==> src/rtl/alu_share_ctrl.sv <==
// Round-robin sequencer sharing one combinational ALU between two requesters.
// One operation in flight; result returned on the owning requester's response channel.
module alu_share_ctrl #(
   parameter int DATA_W     = 32,
   parameter int FUNCT_W    = 6,
   parameter int ALU_SETTLE = 1
) (
   input  logic               clk,
   input  logic               rst_n,
   input  logic               req0_valid,
   output logic               req0_ready,
   input  logic [DATA_W-1:0]  req0_a,
   input  logic [DATA_W-1:0]  req0_b,
   input  logic [FUNCT_W-1:0] req0_funct,
   input  logic               req1_valid,
   output logic               req1_ready,
   input  logic [DATA_W-1:0]  req1_a,
   input  logic [DATA_W-1:0]  req1_b,
   input  logic [FUNCT_W-1:0] req1_funct,
   output logic               rsp0_valid,
   input  logic               rsp0_ready,
   output logic [DATA_W-1:0]  rsp0_data,
   output logic               rsp0_err,
   output logic               rsp1_valid,
   input  logic               rsp1_ready,
   output logic [DATA_W-1:0]  rsp1_data,
   output logic               rsp1_err,
   output logic [DATA_W-1:0]  alu_a,
   output logic [DATA_W-1:0]  alu_b,
   output logic [FUNCT_W-1:0] alu_funct,
   input  logic [DATA_W-1:0]  alu_result,
   output logic               busy
);

   localparam int CNT_W = 3;
   localparam logic [CNT_W-1:0] SETTLE_INIT = CNT_W'(ALU_SETTLE - 1);

   typedef enum logic [1:0] {
      IDLE   = 2'd0,
      SETTLE = 2'd1,
      RESP   = 2'd2
   } state_t;

   state_t             r_state;
   logic               r_rr_ptr;
   logic [CNT_W-1:0]   r_cnt;
   logic               r_id;

   logic               w_grant0;
   logic               w_grant1;
   logic               w_accept;
   logic [DATA_W-1:0]  w_sel_a;
   logic [DATA_W-1:0]  w_sel_b;
   logic [FUNCT_W-1:0] w_sel_funct;
   logic               w_legal;
   logic               w_rsp_hs;

   // Contention resolves to rr_ptr; a lone requester always wins.
   assign w_grant0 = req0_valid & (~req1_valid | ~r_rr_ptr);
   assign w_grant1 = req1_valid & (~req0_valid |  r_rr_ptr);

   assign req0_ready = (r_state == IDLE) & w_grant0;
   assign req1_ready = (r_state == IDLE) & w_grant1;
   assign w_accept   = req0_ready | req1_ready;

   assign w_sel_a     = w_grant1 ? req1_a     : req0_a;
   assign w_sel_b     = w_grant1 ? req1_b     : req0_b;
   assign w_sel_funct = w_grant1 ? req1_funct : req0_funct;

   always_comb begin
      w_legal = 1'b0;
      case (w_sel_funct[5:0])
         6'b100100, 6'b100101, 6'b100000, 6'b100010, 6'b101010: w_legal = 1'b1;
         default: w_legal = 1'b0;
      endcase
   end

   assign w_rsp_hs = (r_state == RESP) & (r_id ? rsp1_ready : rsp0_ready);
   assign busy     = (r_state != IDLE);

   always_ff @(posedge clk or negedge rst_n) begin
      if (!rst_n) begin
         r_state    <= IDLE;
         r_rr_ptr   <= 1'b0;
         r_cnt      <= '0;
         r_id       <= 1'b0;
         alu_a      <= '0;
         alu_b      <= '0;
         alu_funct  <= '0;
         rsp0_valid <= 1'b0;
         rsp0_data  <= '0;
         rsp0_err   <= 1'b0;
         rsp1_valid <= 1'b0;
         rsp1_data  <= '0;
         rsp1_err   <= 1'b0;
      end else begin
         case (r_state)
            IDLE: begin
               if (w_accept) begin
                  r_rr_ptr <= ~w_grant1;
                  r_id     <= w_grant1;
                  if (w_legal) begin
                     alu_a     <= w_sel_a;
                     alu_b     <= w_sel_b;
                     alu_funct <= w_sel_funct;
                     r_cnt     <= SETTLE_INIT;
                     r_state   <= SETTLE;
                  end else begin
                     // Illegal opcode: answer immediately, leave the ALU untouched.
                     if (w_grant1) begin
                        rsp1_valid <= 1'b1;
                        rsp1_data  <= '0;
                        rsp1_err   <= 1'b1;
                     end else begin
                        rsp0_valid <= 1'b1;
                        rsp0_data  <= '0;
                        rsp0_err   <= 1'b1;
                     end
                     r_state <= RESP;
                  end
               end
            end
            SETTLE: begin
               if (r_cnt == '0) begin
                  if (r_id) begin
                     rsp1_valid <= 1'b1;
                     rsp1_data  <= alu_result;
                     rsp1_err   <= 1'b0;
                  end else begin
                     rsp0_valid <= 1'b1;
                     rsp0_data  <= alu_result;
                     rsp0_err   <= 1'b0;
                  end
                  r_state <= RESP;
               end else begin
                  r_cnt <= r_cnt - 1'b1;
               end
            end
            RESP: begin
               if (w_rsp_hs) begin
                  rsp0_valid <= 1'b0;
                  rsp1_valid <= 1'b0;
                  r_state    <= IDLE;
               end
            end
            default: r_state <= IDLE;
         endcase
      end
   end

endmodule
==> config.mk <==
export PLATFORM = sky130hd
export DESIGN_NAME = alu_share_ctrl
export DESIGN_NICKNAME = d
export VERILOG_FILES = /design/src/rtl/alu_share_ctrl.sv
export SDC_FILE = /design/constraint.sdc
export NUM_CORES = 1
export LEC_CHECK = 0
export ABC_AREA = 1
export CAP_MARGIN = 10
export CORE_ASPECT_RATIO = 0.6
export CORE_MARGIN = 5
export CORE_UTILIZATION = 43
export CTS_CLUSTER_SIZE = 20
export DETAILED_ROUTE_END_ITERATION = 10
export PLACE_DENSITY = 0.95
export REMOVE_ABC_BUFFERS = 1
export SYNTH_ARGS = -nofsm -noshare
export SYNTH_HDL_FRONTEND = slang
export SYNTH_SLANG_ARGS = --single-unit
==> constraint.sdc <==
create_clock -name clk -period 3.5 [get_ports clk]
set_input_delay 0.35 -clock clk [delete_from_list [all_inputs] [get_ports clk]]
set_output_delay 0.35 -clock clk [all_outputs]
set_load 0.005 [all_outputs]
==> out/metrics.cfg <==
[clocking]
clk_latency_ps = 400
cts_buffers = 17
hold_buffers = 0
ctsResizeCount = 0
cts_setup_buffers = 0
cts-root-buf = clkbuf_16
clock_tree.buffer_depth = 2
cts_tree = done
clk_pin_slew_ps = 60
h-tree-depth = 4
clock_sinks = 145

[yosys]
syn_inst = 644
synth_top_family_by_area = simple AND/OR/NAND/NOR gates
yosys.area_share.simple = 0.149
async_flop_share = 1.00
syn_area_per_cell_um2 = 9.80
yosysMostFrequentCell = nand2_1
ys_types = 28
synth_seq_cells = 145
ys_seq_area_frac = 0.575
synthXorXnorAreaFrac = 0.00139
yosys_warnings = 0
synth_top_area_share = 0.575
synth_compound_area_frac = 0.114
ys.flop_type = dfrtp_1
muxShareOfSynthArea = 0.102
synth_area_leaders = dfrtp_1 58%, nand2_1 12%, mux2i_1 10%, o21ai_0 7.8%, o21ai_1 3.3%
yosysTopAreaCell = dfrtp_1
synth_area_mm2 = 0.00631
synth_edf_count = 0
netlist_top_cells_count = 194 x nand2_1, 145 x dfrtp_1, 98 x o21ai_0
synth_fa_ha_area_frac = 0.00397

[route]
postRouteAntennaNets = 0
viasPerCell = 4.94
totalWireLength_mm = 19.9
detailedRoute.firstPassIterationCount = 4
vias = 5741
wire_per_inst_um = 17.2
first_iter_violations = 389
drc = 0

[final_layout]
instances_no_fill = 1161
diodes = 0
nFillCells = 1062
final_nets = 1130
seq_area_mm2 = 0.00363
synthToLayoutAreaGrowth_pct = 60.8
multi_input_area_mm2 = 0.00234
final_layout_size_suffix_gt1_frac = 0.0561

[worst_setup_path]
cpMaxStageDelayCell = clkdlybuf4s50_1
crit_required_ps = 3780
end_kind = flip-flop
crit_arrival_ps = 2770
cp_top_family = simple AND/OR/NAND/NOR gates
startpoint_type = primary input
crit_chain = clkdlybuf4s50_1 -> nand2_1 -> nand3_1 -> nand2_1 -> nor2_2 -> nor2_4 -> nand3_4 -> nand3_4 -> o21ai_0
path_max_fanout = 67
slowest_delay_ps = 710
path_class = in2reg
crit_buf_inv = 1
regToRegSetupSlack_ps = 1140

[global_route]
grt_first_pass_wirelength_mm = 31.9
gr-total-overflow = 0
grt_pass1_vias = 6029
grt_usage = 0.228
grt_max_degree = 97
antenna_found_initial = 0

[timing]
rsz0062_at_grt = false
worst_slew_pin_slew_ps = 909
finalHoldViolCount = 0
min_period_ps = 2490
relSlewSlack = 0.394
finalClockSkew_ps = 11.3
drv_slew = 0
fin_setup_tns_ps = 0
max_freq_mhz = 402
period_share = 0.711
finalSetupViolations = 0

[floorplan]
start_util = 0.437
die-area_mm2 = 0.0173
die_w_um = 166
pin_count = 319
core-area_mm2 = 0.0144
die_h_um = 104
rows = 34

[power]
peakVddDrop_v = 0.000406
power.total_uw = 6450
power_density_mw_per_mm2 = 636
p_leak_uw = 0.00460

[placed_design]
portBuffers = 318
dp_hpwl_mm = 15.2
placed_cells = 1129
gp_congestion = 0.885

[worst_hold_path]
min_path_type = in2async

[run]
maxCapViolCount = 0

[outcome]
status = finished, final reports clean

metrics by stage:
step | util | setup WS, ps | hold WS (ps) | instance area (um2)
after floorplan | - | -516 | 54.4 | 6050
after global placement | 0.665 | 818 | 454 | 9590
after detailed placement | 0.665 | 625 | 463 | 9590
after CTS | 0.704 | 1030 | 74.6 | 10100
after global routing | 0.704 | 784 | 104 | 10100
final | 0.704 | 1010 | 36.4 | 10100
flip-flops by register name (all words and copies together), names as in the netlist:
name / flops
alu_a: 32
rsp1_err: 1
r_id: 1
rsp1_valid: 1
rsp0_valid: 1
rsp0_err: 1
rsp1_data: 32
r_rr_ptr: 1
alu_b: 32
r_cnt: 3
r_state: 2
rsp0_data: 32
alu_funct: 6
cells by family (layout without fill, tap and decap cells):
group,Yosys count,count (layout)
flops,145,145
fa+ha+maj,2,2
mux,64,64
xor+xnor,1,1
buf+inv,65,384
compound gates,143,143
simple gates,224,224
area by class of cell:
class / count / area share
clock buffers: 18 / 0.0433
inverters: 25 / 0.00925
multi-input cells: 434 / 0.231
well taps: 198 / 0.0244
repair buffers: 327 / 0.323
flip-flops and latches: 145 / 0.358
clock inverters: 14 / 0.0117
path summary, 6_finish.rpt:
check / to / depth (start not counted) / startpoint
max in group asynchronous: rsp0_data[16] / 2 / rst_n
worst max-delay path: rsp0_data[16] / 9 / req1_valid
worst min register to register: rsp0_valid / 2 / rsp0_valid
worst max register to register: rsp0_data[16] / 11 / r_rr_ptr
min in group clk: rsp0_valid / 2 / rsp0_valid
worst min-delay path: alu_a[29] / 1 / rst_n
cell usage in the layout, fill, tap and decap left out, drive strengths merged:
cell / synthesis / routed
a21oi: 2 / 2
and2: 1 / 1
buf: 27 / 10
clkbuf: 13 / 18
clkdlybuf4s50: 0 / 317
clkinv: 1 / 4
clkinvlp: 0 / 3
dfrtp: 145 / 145
ha: 2 / 2
inv: 24 / 32
mux2i: 64 / 64
nand2: 197 / 197
nand3: 17 / 17
nand3b: 2 / 2
nand4: 2 / 2
nor2: 5 / 5
o21ai: 139 / 139
o22ai: 2 / 2
xnor2: 1 / 1
per-layer routing:
metal  vias up  track usage  share of wire
li1       2764            -              -
met1      2713        0.263           0.40
met2       227        0.402           0.50
met3        37       0.0777          0.078
met4         0       0.0730          0.026
met5         -            0              0
report_power, final:
part | leakage [uW] | switching [uW] | internal [uW]
sequential | 0.00192 | 254 | 2130
combinational | 0.00241 | 1090 | 1280
clock | 0.000270 | 751 | 950
total | 0.00460 | 2090 | 4360
No activity file was read; power rests on OpenSTA's default activity.
